`config.mk`:
```
export PLATFORM = sky130hd
export DESIGN_NAME = rr_decoder_arbiter
export DESIGN_NICKNAME = d
export VERILOG_FILES = /design/src/rtl/rr_decoder_arbiter.sv
export SDC_FILE = /design/constraint.sdc
export NUM_CORES = 1
export LEC_CHECK = 0
export ABC_AREA = 0
export CORE_ASPECT_RATIO = 0.5
export CORE_MARGIN = 5
export CORE_UTILIZATION = 60
export CTS_BUF_LIST = sky130_fd_sc_hd__clkbuf_16
export CTS_CLUSTER_DIAMETER = 100
export DETAILED_ROUTE_END_ITERATION = 16
export PLACE_DENSITY = 0.86
export SLEW_MARGIN = 20
export SYNTH_ARGS = -nofsm -noshare
export SYNTH_HDL_FRONTEND = slang
export SYNTH_SLANG_ARGS = --single-unit
```
`constraint.sdc`:
```
create_clock -name clk -period 5.9 [get_ports clk]
set_input_delay 1.77 -clock clk [delete_from_list [all_inputs] [get_ports clk]]
set_output_delay 1.77 -clock clk [all_outputs]
set_load 0.05 [all_outputs]
```
`src/rtl/rr_decoder_arbiter.sv`:
```
// rr_decoder_arbiter: 8-client round-robin arbiter driving a 3x8 decoder select/enable with one-hot grant mirror.
// Define ARB_TIMEOUT_EN to add forced release after TIMEOUT_CYCLES with per-client masking.
module rr_decoder_arbiter #(
  parameter int TIMEOUT_CYCLES = 16
) (
  input  logic       clk,
  input  logic       rst,
  input  logic [7:0] req,
  output logic [2:0] s,
  output logic       enable,
  output logic [7:0] gnt,
  output logic       busy,
  output logic       timeout
);
  typedef enum logic {IDLE, GRANT} state_t;
  state_t state;
  logic [2:0] ptr, idx;
  logic found, expire;
  logic [7:0] mask, elig;
  if (TIMEOUT_CYCLES < 1 || TIMEOUT_CYCLES > 255) begin : g_bad_timeout
    $error("TIMEOUT_CYCLES must be in 1..255");
  end
  assign elig = req & ~mask;
  // first eligible client scanning upward from ptr with wrap
  always_comb begin
    found = 1'b0;
    idx = ptr;
    for (int k = 0; k < 8; k++) begin
      if (!found && elig[ptr + 3'(k)]) begin
        found = 1'b1;
        idx = ptr + 3'(k);
      end
    end
  end
  always_ff @(posedge clk) begin
    if (rst) begin
      state <= IDLE;
      s <= 3'd0;
      enable <= 1'b0;
      gnt <= 8'd0;
      busy <= 1'b0;
      ptr <= 3'd0;
    end else if (state == IDLE) begin
      if (found) begin
        state <= GRANT;
        s <= idx;
        enable <= 1'b1;
        busy <= 1'b1;
        gnt <= 8'd1 << idx;
        ptr <= idx + 3'd1;
      end
    end else if (!req[s] || expire) begin
      state <= IDLE;
      enable <= 1'b0;
      busy <= 1'b0;
      gnt <= 8'd0;
    end
  end
`ifdef ARB_TIMEOUT_EN
  logic [7:0] cnt;
  assign expire = req[s] && cnt == 8'(TIMEOUT_CYCLES - 1);
  // cnt counts completed GRANT cycles; it sits at 0 in IDLE so each grant starts fresh
  always_ff @(posedge clk) begin
    if (rst) begin
      cnt <= 8'd0;
      mask <= 8'd0;
      timeout <= 1'b0;
    end else begin
      cnt <= (state == GRANT) ? cnt + 8'd1 : 8'd0;
      timeout <= state == GRANT && expire;
      mask <= (mask & req) | ((state == GRANT && expire) ? 8'd1 << s : 8'd0);
    end
  end
`else
  assign expire = 1'b0;
  assign mask = 8'd0;
  assign timeout = 1'b0;
`endif
endmodule

```
==> metrics.yaml, run 1 <==
ios: 24
startpoint_type: "input port"
cts_htree_levels: 1
num_vias: 1625
ys_ff_latch: 16
arrival_ps: 5380
slew_viol_final: 0
worstSetupPathType: "input port to flip-flop"
globalplace.congestion: 0.873
grt_pass1_wl_um: 7330
yosysWarningCount: 0
nNetsFinal: 222
slew_headroom_pct: 55.5
wire_per_inst_um: 17.8
drtPass1Iterations: 5
fp.dieW_um: 86.2
async_flop_share_pct: 0
post-route-min-period_ps: 5280
rows: 13
ys.flop_type: "dfxtp_1"
pre_cts_ws_ps: 443
endpoint_kind: "flip-flop"
die_y_um: 48.1
ctsLongestPathBuffers: 2
fin_crit_sh_pct: 89.4
hold_class: "flip-flop to flip-flop"
netlist-cell-type-count: 46
crit_path_cell_trace: "clkdlybuf4s50_1, mux4_1, mux2_2, o32ai_4, and4_1, o21ai_0, a31oi_1, inv_1, ha_1, ha_1, mux2i_1, nor2_1"
path_clk_slew_ps: 40
drt_iter0_markers: 219
maxCapViolCount: 0
grt_pass1_vias: 1527
hold_violations: 0
cpLargestDelayFamily: "multiplexers"
r2r_slack_ps: 1080
cts_tree: "yes"
clockRootBuffer: "clkbuf_16"
synth_area_leader_cell: "dfxtp_1"
antennaDiodeCount: 0
portBuffers: 22
run_status: "completed"
antenna_found_initial: 0
viasPerCell: 6.74
avgSynthCellArea_um2: 9.26
tightestPinTransition_ps: 666
crit_required_ps: 6000
slowest_delay_ps: 550
synth_area_leaders: "dfxtp_1, mux4_2, mux2_2, ha_1, nand3b_1"
synth.net_count: 205
drc_errors: 0
core_area_um2: 2680
synth_top_area_share_pct: 18.4
clk_latency_ps: 240
postRouteAntennaNets: 0
fin_worst_skew_ps: 4.34
layout_common_cells: "clkdlybuf4s50_1, dfxtp_1, mux4_2, nand2_1, nor2_1"
ctsHoldBuffers: 0
drive_gt1_share_pct: 16.7
setup_violations: 0
cts-resized-gates: 0
critPathMaxFanout: 8
cpMostUsedCell: "ha_1"
gr-total-overflow: 0
dp_hpwl_um: 3160
grt_usage_pct: 22.5
grt_start_max_net_pins: 23
synth-edff-count: 0
cp_num_buf_inv: 2
ys_seq_area_share_pct: 18.4
numCtsBuffers: 3
initial_core_util_pct: 64.9
fin_setup_tns_ps: 0
area_growth_pct: 16.6
synthCells: 188
setup_ws_ps: 624
syn_area_um2: 1740
routed_wl_um: 4290
post_cts_buffers: 0
die_area_um2: 4150
rsz0062_at_grt: "false"
crit_slowest_cell: "mux4_1"
clock-sinks: 16
max_clock_freq_ghz: 0.190
final_common_cell: "clkdlybuf4s50_1"
## worst reg2reg max path, delay by kind of cell, from the launching register on
family                   cells  cell delay [ps]
multiplexers                 3             1100
buffers and inverters        3              640
adder cells (fa/ha/maj)      3             1280
flip-flops                   1              300
AO/OA/AOI/OAI                3              880
AND/OR/NAND/NOR              2              460
## routing by layer
metal	track usage, %	vias to the layer above	share of wire [%]
met4	5.59	0	1.6
met3	3.04	8	6.6
met1	30.5	778	44
met2	39.7	91	48
met5	0	-	0
li1	-	748	-
## worst paths after layout
path / startpoint / to / depth (start not counted)
max: req[2] / ptr[2] / 12
min: gnt[7] / gnt[7] / 2
max reg2reg: ptr[0] / ptr[2] / 14
min reg2reg: gnt[7] / gnt[7] / 2
## flip-flops by register name, indices dropped and copies added, names as in the netlist
name / cells
ptr: 3
busy: 1
state: 1
gnt: 8
s: 3
## synth_stat cells (2+ instances only)
master and instances:
a221oi_1 2, xor2_1 2, and3b_1 3, mux4_1 2
mux2_2 8, buf_4 4, o22ai_1 3, o31ai_1 3
inv_1 8, nand2_2 2, clkbuf_1 3, nand2_1 14
a31oi_1 2, o2bb2ai_1 3, xnor2_1 2, a211oi_1 4
buf_2 3, dfxtp_1 16, nand3_1 7, a21oi_1 11
ha_1 7, nor2_1 13, nor2b_1 4, mux2i_1 5
o21ai_0 10, nand3b_1 11, nand2b_1 4, mux4_2 14
## area by class of cell
class,count,area [um2]
Multi-Input combinational cell,151,1320
Fill cell,188,653
Sequential cell,16,320
Inverter,9,33.8
Tap cell,37,46.3
Clock buffer,3,75.1
Clock inverter,1,3.75
Timing Repair Buffer,24,235
## metrics by stage
step	hold WS (ps)	util (%)	instance area (um2)	std cells
final	473	75.7	2030	241
after global routing	509	75.7	2030	241
after global placement	457	72.7	1950	237
after floorplan	443	-	1740	188
after detailed placement	468	72.7	1950	237
after CTS	474	75.7	2030	241
## logic make-up (layout without fill, tap and decap cells)
logic type / count (synthesis) / count (layout) / synth area share, %
compound gates: 44 / 44 / 17.7
xor+xnor: 4 / 4 / 2.01
fa+ha+maj: 7 / 7 / 5.03
buf+inv: 21 / 37 / 6.03
flops: 16 / 16 / 18.4
mux: 29 / 29 / 29.2
other cells: 1 / 1 / 0.215
simple gates: 66 / 66 / 21.4
Power of run 1 is not shown: default switching activity piles up to over one toggle a cycle in this logic, so the estimate is an artifact.
==> inputs of run 2 (changes only) <==
--- a/config.mk
+++ b/config.mk
@@ -13,7 +13,7 @@
 export CTS_CLUSTER_DIAMETER = 100
 export DETAILED_ROUTE_END_ITERATION = 16
 export PLACE_DENSITY = 0.86
-export SLEW_MARGIN = 20
+export SLEW_MARGIN = 10
 export SYNTH_ARGS = -nofsm -noshare
 export SYNTH_HDL_FRONTEND = slang
 export SYNTH_SLANG_ARGS = --single-unit
==> results of run 2 <==
The final DEF is identical to that of run 1; final timing and power are the same.
Power of run 2 is left out for the same reason.
==> inputs of run 3 (changes only) <==
--- a/config.mk
+++ b/config.mk
@@ -6,7 +6,6 @@
 export NUM_CORES = 1
 export LEC_CHECK = 0
 export ABC_AREA = 0
-export CORE_ASPECT_RATIO = 0.5
 export CORE_MARGIN = 5
 export CORE_UTILIZATION = 60
 export CTS_BUF_LIST = sky130_fd_sc_hd__clkbuf_16
==> run 3 against run 2 <==
Critical path depth unchanged. Wire length is 0.65% lower. Count of clock-buffer cells in the layout unchanged. Clock skew down 1.5 ps. Fmax about the same. Via count shrank 3.6%. Sequential share of layout area increased by 0.12 points. Final cell count shrank 2.9%. Non-clock buffer count decreased by 1.
==> metrics.yaml, run 3 (same netlist as run 1, synthesis figures left out) <==
run_status: "completed"
clock-sinks: 16
grt_pass1_wl_um: 7100
drtPass1Iterations: 4
hold_class: "flip-flop to flip-flop"
numCtsBuffers: 3
slew_headroom_pct: 57.5
met2_usage_pct: 34.0
crit_slowest_cell: "clkdlybuf4s50_1"
endpoint_kind: "flip-flop"
fp.dieW_um: 63.9
rsz0062_at_grt: "false"
holdWs_ps: 492
grt.met1_usage_pct: 28.2
dpl_cell_area_um2: 1940
crit_path_cell_trace: "clkdlybuf4s50_1, mux4_1, mux2_2, o32ai_4, and4_1, o21ai_0, a31oi_1, inv_1, ha_1, ha_1, mux2i_1, nor2_1"
crit_required_ps: 6010
postRouteAntennaNets: 0
wire_per_inst_um: 18.2
cts_htree_levels: 1
worstSetupPathType: "input port to flip-flop"
largest_register_ffs: 8
routed_wl_um: 4260
antenna_found_initial: 0
maxCapViolCount: 0
max_clock_freq_ghz: 0.189
cpLargestDelayFamily: "multiplexers"
arrival_ps: 5390
drt_iter0_markers: 67
drive_gt1_share_pct: 16.3
tightestPinTransition_ps: 636
gr-total-overflow: 0
grt_util_met3_pct: 5.25
area_growth_pct: 15.7
regMostFlops: "gnt"
cp_num_buf_inv: 2
startpoint_type: "input port"
grt_pass1_vias: 1487
final_common_cell: "clkdlybuf4s50_1"
clockRootBuffer: "clkbuf_16"
post_cts_buffers: 0
dp_hpwl_um: 3200
grt_usage_pct: 21.5
cts-resized-gates: 0
setup_violations: 0
num_vias: 1566
antennaDiodeCount: 0
slew_viol_final: 0
layout_common_cells: "clkdlybuf4s50_1, dfxtp_1, mux4_2, nand2_1, nor2_1"
fin_setup_tns_ps: 0
nNetsFinal: 221
globalplace.congestion: 0.838
fin_worst_skew_ps: 2.88
fin_crit_sh_pct: 89.5
core_area_um2: 2760
post-route-min-period_ps: 5280
cpMostUsedCell: "ha_1"
cts_tree: "yes"
ctsHoldBuffers: 0
slowest_delay_ps: 550
ctsLongestPathBuffers: 2
fin_util_pct: 73.1
initial_core_util_pct: 63.2
hold_violations: 0
top_regs: "gnt x8, ptr x3, s x3"
grt.busiest_layer: "met2"
die_y_um: 63.9
path_clk_slew_ps: 50
viasPerCell: 6.69
clk_latency_ps: 250
stdcell_area_um2: 2020
portBuffers: 22
critPathMaxFanout: 8
ios: 24
drc_errors: 0
die_area_um2: 4080
rows: 19
grt_start_max_net_pins: 23
==> run 3: cell types whose count changed in the layout (fill, tap and decap cells not counted), sizes merged <==
cell  delta
buf      -1
==> run 3: final cells by class <==
type,instances,area (um2)
Multi-Input combinational cell,151,1320
Clock inverter,1,3.75
Inverter,9,33.8
Fill cell,184,742
Timing Repair Buffer,23,228
Sequential cell,16,320
Tap cell,31,38.8
Clock buffer,3,75.1
==> run 3: path summary, 6_finish.rpt <==
| kind | from | endpoint | cells past startpoint | slack [ps] |
|---|---|---|---|---|
| setup / recovery | req[0] | ptr[2] | 12 | 620 |
| hold / removal | state | state | 2 | 490 |
| setup reg to reg | ptr[0] | ptr[2] | 13 | 750 |
| hold reg to reg | state | state | 2 | 490 |
==> run 3: metrics by stage <==
stage	cells	setup slack [ps]
finish	234	622
global route	234	352
CTS	234	658
detailed placement	230	428
global placement	230	605
floorplan	188	1480
==> run 3: routing by layer <==
| layer | vias up | wire length, um | share of wire (%) |
|---|---|---|---|
| li1 | 745 | - | - |
| met1 | 750 | 1850 | 43 |
| met2 | 57 | 2050 | 48 |
| met3 | 14 | 240 | 5.6 |
| met4 | 0 | 118 | 2.8 |
| met5 | - | 0 | 0 |
==> run 3: worst reg2reg max path: stages, from the launching register on <==
cell and delay [ps]:
dfxtp_1 650, clkinv_1 430, ha_1 770, mux4_1 630
mux2_2 350, o32ai_4 330, and4_1 370, o21ai_0 120
a31oi_1 480, inv_1 140, ha_1 250, ha_1 290
mux2i_1 140, nor2_1 50
Power of run 3 is left out for the same reason.
